[config.mk]
export PLATFORM = sky130hd
export DESIGN_NAME = ifetch_queue
export DESIGN_NICKNAME = d
export VERILOG_FILES = /design/src/rtl/tmept_pkg.sv /design/src/rtl/ifq_fifo.sv /design/src/rtl/ifetch_queue.sv
export SDC_FILE = /design/constraint.sdc
export NUM_CORES = 1
export LEC_CHECK = 0
export ABC_AREA = 1
export ABC_CLOCK_PERIOD_IN_PS = 7600
export CELL_PAD_IN_SITES_DETAIL_PLACEMENT = 1
export CELL_PAD_IN_SITES_GLOBAL_PLACEMENT = 1
export CORE_MARGIN = 2
export CORE_UTILIZATION = 46
export DETAILED_ROUTE_END_ITERATION = 8
export PLACE_DENSITY = 0.95
export SLEW_MARGIN = 20
export SYNTH_ARGS = -nofsm -noshare
export SYNTH_HDL_FRONTEND = slang
export SYNTH_SLANG_ARGS = --single-unit
export TNS_END_PERCENT = 5
[constraint.sdc]
create_clock -name clk -period 7.6 [get_ports clk]
set_clock_uncertainty 0.15 [all_clocks]
set_input_delay 1.52 -clock clk [delete_from_list [all_inputs] [get_ports clk]]
set_output_delay 1.52 -clock clk [all_outputs]
set_load 0.005 [all_outputs]
[src/rtl/tmept_pkg.sv]
// Shared TMEPT CPU fetch-path definitions: bus widths, reset PC and the queue entry type.
package tmept_pkg;

  localparam int unsigned TMEPT_ADDR_W = 16;
  localparam int unsigned TMEPT_DATA_W = 8;

  localparam logic [TMEPT_ADDR_W-1:0] TMEPT_RESET_PC = 16'h0000;

  typedef struct packed {
    logic [TMEPT_ADDR_W-1:0] addr;
    logic [TMEPT_DATA_W-1:0] data;
  } fetch_entry_t;

endpackage

[src/rtl/ifq_fifo.sv]
// Circular FIFO of fetch entries with synchronous flush; pops one entry, or two when
// IFQ_PEEK_EN is defined and pop2 accompanies pop.
module ifq_fifo
  import tmept_pkg::*;
#(
  parameter int unsigned DEPTH = 4,
  localparam int unsigned PW = $clog2(DEPTH),
  localparam int unsigned CW = PW + 1
) (
  input  logic                    clk,
  input  logic                    rst_n,
  input  logic                    flush,
  input  logic                    push,
  input  logic                    pop,
`ifdef IFQ_PEEK_EN
  input  logic                    pop2,
  output logic [TMEPT_DATA_W-1:0] data1,
`endif
  input  fetch_entry_t            wdata,
  output fetch_entry_t            rdata0,
  output logic [CW-1:0]           count
);

  logic [PW-1:0] rd_ptr_q, rd_ptr_d;
  logic [PW-1:0] wr_ptr_q, wr_ptr_d;
  logic [CW-1:0] count_q, count_d;
  logic [CW-1:0] pop_n;
  fetch_entry_t  mem_q [DEPTH];

  always_comb begin
    pop_n = {{(CW-1){1'b0}}, pop};
`ifdef IFQ_PEEK_EN
    if (pop && pop2) pop_n = CW'(2);
`endif
    rd_ptr_d = rd_ptr_q + PW'(pop_n);
    wr_ptr_d = wr_ptr_q + PW'(push);
    count_d  = count_q + CW'(push) - pop_n;
    if (flush) begin
      rd_ptr_d = '0;
      wr_ptr_d = '0;
      count_d  = '0;
    end
  end

  always_ff @(posedge clk or negedge rst_n) begin
    if (!rst_n) begin
      rd_ptr_q <= '0;
      wr_ptr_q <= '0;
      count_q  <= '0;
    end else begin
      rd_ptr_q <= rd_ptr_d;
      wr_ptr_q <= wr_ptr_d;
      count_q  <= count_d;
    end
  end

  // Storage is not reset; the top masks the head outputs whenever the count says empty.
  always_ff @(posedge clk) begin
    if (push && !flush) mem_q[wr_ptr_q] <= wdata;
  end

  assign rdata0 = mem_q[rd_ptr_q];
  assign count  = count_q;
`ifdef IFQ_PEEK_EN
  assign data1 = mem_q[rd_ptr_q + PW'(1)].data;
`endif

endmodule

[src/rtl/ifetch_queue.sv]
// TMEPT instruction prefetch queue: fetches one ROM byte per cycle into ifq_fifo, flushes on
// redirect. Define IFQ_PEEK_EN to expose the second entry and allow two-entry consumption.
module ifetch_queue
  import tmept_pkg::*;
#(
  parameter int unsigned             DEPTH    = 4,
  parameter logic [TMEPT_ADDR_W-1:0] RESET_PC = TMEPT_RESET_PC,
  localparam int unsigned            CW       = $clog2(DEPTH) + 1
) (
  input  logic                    clk,
  input  logic                    rst_n,
  output logic [TMEPT_ADDR_W-1:0] imem_addr,
  input  logic [TMEPT_DATA_W-1:0] imem_data,
  input  logic                    redirect_valid,
  input  logic [TMEPT_ADDR_W-1:0] redirect_pc,
  output logic                    out_valid,
  output logic [TMEPT_DATA_W-1:0] out_byte,
  output logic [TMEPT_ADDR_W-1:0] out_pc,
  input  logic                    out_ready,
`ifdef IFQ_PEEK_EN
  output logic                    out_valid1,
  output logic [TMEPT_DATA_W-1:0] out_byte1,
  input  logic                    in_pop2,
`endif
  output logic [CW-1:0]           level
);

  logic [TMEPT_ADDR_W-1:0] fetch_pc_q, fetch_pc_d;
  logic                    push, pop, full;
  logic [CW-1:0]           count;
  fetch_entry_t            wdata, head0;
`ifdef IFQ_PEEK_EN
  logic                    pop2;
  logic [TMEPT_DATA_W-1:0] data1;
`endif

  always_comb begin
    out_valid = (count != '0);
    full      = (count == CW'(DEPTH));
    // Redirect blocks both sides: the head is not consumed and the ROM byte is dropped.
    pop       = out_valid & out_ready & ~redirect_valid;
    push      = ~redirect_valid & (~full | pop);

    fetch_pc_d = fetch_pc_q;
    if (redirect_valid) fetch_pc_d = redirect_pc;
    else if (push)      fetch_pc_d = fetch_pc_q + 16'd1;

    out_byte = out_valid ? head0.data : '0;
    out_pc   = out_valid ? head0.addr : '0;
`ifdef IFQ_PEEK_EN
    out_valid1 = (count >= CW'(2));
    pop2       = pop & in_pop2 & out_valid1;
    out_byte1  = out_valid1 ? data1 : '0;
`endif
  end

  always_ff @(posedge clk or negedge rst_n) begin
    if (!rst_n) fetch_pc_q <= RESET_PC;
    else        fetch_pc_q <= fetch_pc_d;
  end

  assign imem_addr  = fetch_pc_q;
  assign wdata.addr = fetch_pc_q;
  assign wdata.data = imem_data;
  assign level      = count;

  ifq_fifo #(
    .DEPTH(DEPTH)
  ) u_fifo (
    .clk   (clk),
    .rst_n (rst_n),
    .flush (redirect_valid),
    .push  (push),
    .pop   (pop),
`ifdef IFQ_PEEK_EN
    .pop2  (pop2),
    .data1 (data1),
`endif
    .wdata (wdata),
    .rdata0(head0),
    .count (count)
  );

endmodule
Word level (Yosys, flattened, before mapping):

Memories as Yosys holds them, arrays and structs flattened.
Index checks and enable logic that the tools add are counted.

* register bits: 23
* memory bits (writable): 96
* input bits: 28
* memories kept: 1

* add/sub/neg operators: 5
* equal/unequal tests: 1
* mux-type cells: 9
* bitwise operators: 6
* reduce and logical (&&, ||, !) cells: 4

Memory list
* u_fifo.mem_q: words 4, width 24, rd ports 1, clocked after memory_dff 0, wr ports 1, line ifq_fifo.sv:28 `fetch_entry_t mem_q [DEPTH];`

Operators by type and width (number)
* $mux 16: 3
* $add 16x1->16 const B: 1
* $mux 8: 1
* $add 2x1->2: 2
* $mux 2: 2
* $add 3x1->3: 1
* $and 1x1->1: 3
* $eq 3x3->1 const B: 1
* $mux 3: 1
* $reduce_bool 3->1: 1
* $sub 3x1->3: 1
* $mux 1: 2
* $not 1->1: 2
* $reduce_bool 2->1: 1
* $logic_and 1x1->1: 1
* $logic_not 1->1: 1
* $or 1x1->1: 1

Longest topological paths before layout:

* depth after elaboration: 8
* depth in mapped cells: 12
* gate-level depth less buffers: 12

By module:

A second synthesis with hierarchy kept.

* cells, all modules: 538
* area, all modules: 5579.1 µm²

Modules (own cells, without submodules)
* ifq_fifo: instances 1, cells each 323, area an instance 4236.6 µm², seq. area each 3057.9 µm²
* ifetch_queue: instances 1, cells each 215, area an instance 1342.5 µm², seq. area each 400.4 µm²

Least setup slack after synthesis:

No wires, ideal clock.

* path type: input port to flip-flop
* start: input redirect_valid
* end: memory u_fifo.mem_q[0][0] (netlist bit) (enable)
* data arrival time: 3.547 ns
* path slack: 3.468 ns
* stages on the path: 5
* buffers on the path: 0
* cells stage by stage: inv_2 nand2_2 nand4_1 nand2_2 nor3_1

* word-level cells in the longest chain between the ends: 7
* elaborated cells between the ends (all ways): 8
* classes of those cells: mux: 2; bitwise: 4; reduce/logical: 2

Ends and longest elaborated chain
* start, declared: line ifetch_queue.sv:14 `input logic redirect_valid,`
* $not 1->1: line ifetch_queue.sv:41, ifetch_queue.sv:42
* $and 1x1->1: line ifetch_queue.sv:41 `pop = out_valid & out_ready & ~redirect_valid;`
* $or 1x1->1: line ifetch_queue.sv:42 `push = ~redirect_valid & (~full | pop);`
* $and 1x1->1: line ifetch_queue.sv:42
* $logic_and 1x1->1 *: line ifq_fifo.sv:59 `if (push && !flush) mem_q[wr_ptr_q] <= wdata;`
* $mux 1 *: line ifq_fifo.sv:59
* $mux 1 (implied by the code) *: line ifq_fifo.sv:59
* end, declared: line ifq_fifo.sv:28

Mark *: on every way between the ends. The rest lies on a longest branch, timed or not.

Worst setup path after layout:

* start: input redirect_valid
* end: register u_fifo.count_q[2] (netlist: u_fifo.count[2])

* word-level cells in the longest chain between the ends: 7

Ends and longest elaborated chain
* $not 1->1: line ifetch_queue.sv:41, ifetch_queue.sv:42
* $and 1x1->1: line ifetch_queue.sv:41
* $or 1x1->1: line ifetch_queue.sv:42
* $and 1x1->1: line ifetch_queue.sv:42
* $add 3x1->3: line ifq_fifo.sv:37 `count_d = count_q + CW'(push) - pop_n;`
* $sub 3x1->3: line ifq_fifo.sv:37
* $mux 3 *: line ifq_fifo.sv:38 `if (flush) begin`
* via u_fifo.count_d[2]: line ifq_fifo.sv:26 `logic [CW-1:0] count_q, count_d;`
* end signal, assigned: line ifq_fifo.sv:53 `count_q <= count_d;`
* end, declared: line ifq_fifo.sv:26

The timed path passes the listed nets; every way through them passes the cells marked *.
A chain may end at the register's enable or synchronous reset.

==> summary.txt <==
SYNTHESIS
-------------------------------------------------------------------------------------
Fraction of the mapped netlist area in adder cells .....................       1.346%
Post-synthesis share of cell area spent on and, or, nand and nor gates .       17.47%
Synthesized area per cell ..............................................  10.50 sq um
Post-Syn Nets ..........................................................          529
Count of cell types in the netlist .....................................           33
Cell area after synthesis ..............................................   5206 sq um
Flop and latch count out of synthesis ..................................          119
Share of synthesized area spent on multiplexers ........................           0%
Synth Area in XOR/XNOR .................................................      0.3365%
Number of cells produced by synthesis ..................................          496
Largest family of logic cells by synthesized area ...................... simple AND/OR/NAND/NOR gates
Number of warnings printed during yosys synthesis ......................            0
Post-synthesis sequential area ratio ...................................       66.43%
Share of the synthesized area in compound gates (AO/OA/AOI/OAI) ........       10.12%

PLACEMENT
-------------------------------------------------------------------------------------
Cell count after placement .............................................          692
Worst slack after detailed placement ...................................     2.858 ns
Port buffer count ......................................................           71
HPWL after DPL ......................................................... 9324 microns
Routability congestion estimate from global placement ..................       0.9064

FLOORPLANNING
-------------------------------------------------------------------------------------
FP Rows ................................................................           38
Starting utilization of the core area ..................................       47.61%
Area of the core .......................................................  10940 sq um
Chip Height ............................................................ 110.4 microns
Ports placed on the boundary ...........................................           72
Die extent in x ........................................................ 110.4 microns
Total Die Area .........................................................  12180 sq um

STA
-------------------------------------------------------------------------------------
Total negative slack for setup checks ..................................         0 ns
Clock period minus worst slack .........................................     4.355 ns
Number of hold violations in the final report ..........................            0
Slew Limit Headroom ....................................................       35.98%
Period utilisation layout ..............................................       57.30%
Final setup fails ......................................................            0
Setup repair after global routing missed its margin ....................        false
Transition time at the pin with the least slew margin ..................    0.9592 ns
Achievable clock frequency .............................................    229.6 MHz
Worst-case setup margin in the final layout ............................     3.245 ns
Count of final max-slew check failures .................................            0

POWER
-------------------------------------------------------------------------------------
Leakage power ..........................................................     2.505 nW
Clock share of power ...................................................        35.9%
Pint ...................................................................   0.001644 W
Net Sw Power ...........................................................  0.0007515 W
Power Density .......................................................... 359.4 nW/um^2
Proportion of power drawn by flip-flops and latches ....................        38.0%
Comb power frac ........................................................        26.1%
Maximum vdd ir drop ....................................................  0.0002051 V
Fraction of power spent switching nets .................................       31.38%

CRITICAL PATH
-------------------------------------------------------------------------------------
Required time of the worst setup path ..................................      7.77 ns
Startpoint kind of the worst setup timing path .........................    input pin
Startpoint of the most critical register-to-register path .............. u_fifo.count[1]$_DFF_PN0_
Critical Path End Type .................................................     register
Reg-to-reg endpoint .................................................... u_fifo.count[2]$_DFF_PN0_
Highest net fanout along the worst path ................................           21
Worst endpoint data arrival time .......................................      4.53 ns
Worst setup slack for register-to-register paths .......................      5.19 ns
Crit Path Category ..................................................... input pin to register
R2r worst-path depth ...................................................            9

HOLD PATH
-------------------------------------------------------------------------------------
Sink of the worst hold path ............................................ u_fifo.wr_ptr_q[1]$_DFF_PN0_
Class of the tightest hold or removal check ............................ register to register
Launch point of the worst hold path .................................... u_fifo.wr_ptr_q[1]$_DFF_PN0_
Cell count of the worst hold path ......................................            1

STATUS
-------------------------------------------------------------------------------------
Run status .............................................................    completed

FLOW RUN
-------------------------------------------------------------------------------------
Max Cap Violations .....................................................            0

DETAILED ROUTING
-------------------------------------------------------------------------------------
Number of vias in the routed layout ....................................         4167
Drt via density ........................................................        5.756
DR WL/cell ............................................................. 22.27 microns
Number of DRC violations after detailed routing ........................            0
Initial drt markers ....................................................          246
Pre-Repair DR Iteration Count ..........................................            5
Antenna viol nets, final ...............................................            0
Overall routed net length .............................................. 16130 microns

GLOBAL ROUTE
-------------------------------------------------------------------------------------
Number of antenna violations at the first check in global routing ......            0
Maximum number of pins on one net before global-route repair ...........           50
Global route overflow ..................................................            0
First-pass GRT wire length ............................................. 25010 microns
GRT Total Usage ........................................................       28.65%
Via count of the first global-routing pass .............................         4652

LAYOUT
-------------------------------------------------------------------------------------
Count of fill cells added during filler insertion ......................         1172
Final nets .............................................................          604
Most frequent standard cell in the layout excluding fill and tap cells . sky130_fd_sc_hd__nor2_1
Final instance count without filler cells ..............................          724
Storage element area ...................................................   3458 sq um
Util after Layout ......................................................       60.95%
Area of the multi-input gates ..........................................   1544 sq um
Most used cells in the layout excluding fill and tap cells ............. 128 x sky130_fd_sc_hd__nor2_1, 96 x sky130_fd_sc_hd__edfxtp_1, 70 x sky130_fd_sc_hd__clkdlybuf4s50_1, 51 x sky130_fd_sc_hd__nand2_1, 42 x sky130_fd_sc_hd__o21ai_0
Antenna Cells ..........................................................            0
Fraction of final layout cells with drive strength greater than 1 ......       9.760%
Area added between synthesis and finish ................................       28.02%

CLOCK NETWORK
-------------------------------------------------------------------------------------
Buffers from clock root to sink, at most ...............................            2
Root Buffer ............................................................ sky130_fd_sc_hd__clkbuf_16
Post-CTS setup-driven buffer insertion count ...........................            0
Worst-path clk slew ....................................................      0.06 ns
Clock sink total .......................................................          119
Hold bufs inserted after CTS ...........................................            0
TritonCTS Buffers ......................................................           17
Clock latency at the later pin of the worst-skew pair ..................      0.42 ns
CTS H-Tree Depth .......................................................            4
Post-CTS resize count ..................................................            0
CTS tree ...............................................................         done

==> flip-flops by register name (all words and copies together), names as in the netlist <==
signal / count
u_fifo.mem_q: 96
u_fifo.count: 3
u_fifo.rd_ptr_q: 2
imem_addr: 16
u_fifo.wr_ptr_q: 2
==> logic make-up after synthesis <==
| family | Yosys count |
|---|---|
| buf+inv | 50 |
| xor+xnor | 2 |
| fa+ha+maj | 5 |
| compound gates | 99 |
| flops | 119 |
| simple gates | 221 |
==> critical path, stage by stage <==
cell and delay [ns]:
sky130_fd_sc_hd__clkdlybuf4s50_1 0.86, sky130_fd_sc_hd__inv_2 0.45, sky130_fd_sc_hd__nand2_2 0.10, sky130_fd_sc_hd__nand4_1 0.13
sky130_fd_sc_hd__nand2_2 0.18, sky130_fd_sc_hd__inv_1 0.32, sky130_fd_sc_hd__ha_1 0.22, sky130_fd_sc_hd__inv_1 0.06
sky130_fd_sc_hd__fa_1 0.38, sky130_fd_sc_hd__and3_1 0.18, sky130_fd_sc_hd__nor3_1 0.12
==> per-layer routing <==
layer  part of all wire [%]  routed length (microns)  track usage, %  up-vias
li1                       -                        -               -     1855
met3                    4.8                      767           5.056       43
met2                     53                     8563           51.88      170
met5                      0                        0               0        -
met1                     39                     6268           32.86     2099
met4                    3.3                      527           13.30        0
==> cell type report <==
class                           count  share of cell area (%)
Timing Repair Buffer               77                   11.26
Sequential cell                   119                   51.89
Multi-Input combinational cell    327                   23.17
Clock inverter                     14                   2.985
Clock buffer                       18                   6.439
Tap cell                          140                   2.628
Inverter                           29                   1.633
==> worst max-delay path by stage <==
stage                                   start                            to  slack (ns)  cells after the start
detailed placement             redirect_valid     u_fifo.count[2]$_DFF_PN0_        2.86                     11
CTS                 u_fifo.count[1]$_DFF_PN0_                     out_pc[5]        3.22                      5
global route                   redirect_valid     u_fifo.count[2]$_DFF_PN0_        3.01                     11
floorplan                      redirect_valid  u_fifo.mem_q[0][0]$_DFFE_PP_        3.47                      5
finish                         redirect_valid     u_fifo.count[2]$_DFF_PN0_        3.25                     11
global placement               redirect_valid     u_fifo.count[2]$_DFF_PN0_        3.10                     11
==> through the flow <==
step                hold WS [ns]  total power [W]  area (sq um)
floorplan                 0.3274         0.001170          5206
global placement          0.4004         0.001464          6042
detailed placement        0.4277         0.001520          6042
CTS                       0.4360         0.002401          6670
global route              0.4911         0.002492          6665
finish                    0.4538         0.002395          6665
==> synth_stat cells <==
cell | n | area (sq um)
sky130_fd_sc_hd__buf_6 | 1 | 11.26
sky130_fd_sc_hd__o21ai_0 | 42 | 210.2
sky130_fd_sc_hd__clkbuf_1 | 2 | 7.510
sky130_fd_sc_hd__o21ai_1 | 12 | 60.06
sky130_fd_sc_hd__nand2_2 | 5 | 31.28
sky130_fd_sc_hd__xnor2_1 | 2 | 17.52
sky130_fd_sc_hd__or2_2 | 3 | 18.77
sky130_fd_sc_hd__nor2_4 | 1 | 11.26
sky130_fd_sc_hd__a21oi_1 | 30 | 150.1
sky130_fd_sc_hd__nor2_1 | 128 | 480.5
sky130_fd_sc_hd__a21boi_0 | 3 | 22.52
sky130_fd_sc_hd__and3_1 | 1 | 6.260
sky130_fd_sc_hd__ha_1 | 4 | 50.05
sky130_fd_sc_hd__o21bai_1 | 4 | 30.03
sky130_fd_sc_hd__nor2_2 | 3 | 18.77
sky130_fd_sc_hd__nor3_1 | 8 | 40.04
sky130_fd_sc_hd__buf_1 | 1 | 3.750
sky130_fd_sc_hd__buf_2 | 12 | 60.06
sky130_fd_sc_hd__edfxtp_1 | 96 | 2883
sky130_fd_sc_hd__nand3b_1 | 1 | 7.510
sky130_fd_sc_hd__o21a_1 | 2 | 15.01
sky130_fd_sc_hd__o211ai_1 | 1 | 7.510
sky130_fd_sc_hd__inv_2 | 3 | 11.26
sky130_fd_sc_hd__a31oi_1 | 3 | 18.77
sky130_fd_sc_hd__clkbuf_2 | 2 | 10.01
sky130_fd_sc_hd__nand4_1 | 3 | 18.77
sky130_fd_sc_hd__buf_4 | 3 | 22.52
sky130_fd_sc_hd__fa_1 | 1 | 20.02
sky130_fd_sc_hd__inv_1 | 26 | 97.59
sky130_fd_sc_hd__nand2_1 | 51 | 191.4
sky130_fd_sc_hd__dfrtp_1 | 23 | 575.6
sky130_fd_sc_hd__o22ai_1 | 2 | 12.51
sky130_fd_sc_hd__nand3_1 | 17 | 85.08
==> power groups by stage <==
| stage | clock network [W] | registers (W) | logic, W |
|---|---|---|---|
| finish | 0.000861 | 0.000909 | 0.000625 |
| detailed placement | 0 | 0.000912 | 0.000608 |
| floorplan | 0 | 0.000884 | 0.000286 |
| global route | 0.000888 | 0.000918 | 0.000686 |
| global placement | 0 | 0.000899 | 0.000566 |
| CTS | 0.000864 | 0.000907 | 0.000630 |
Power figures use the tool's default switching activity.
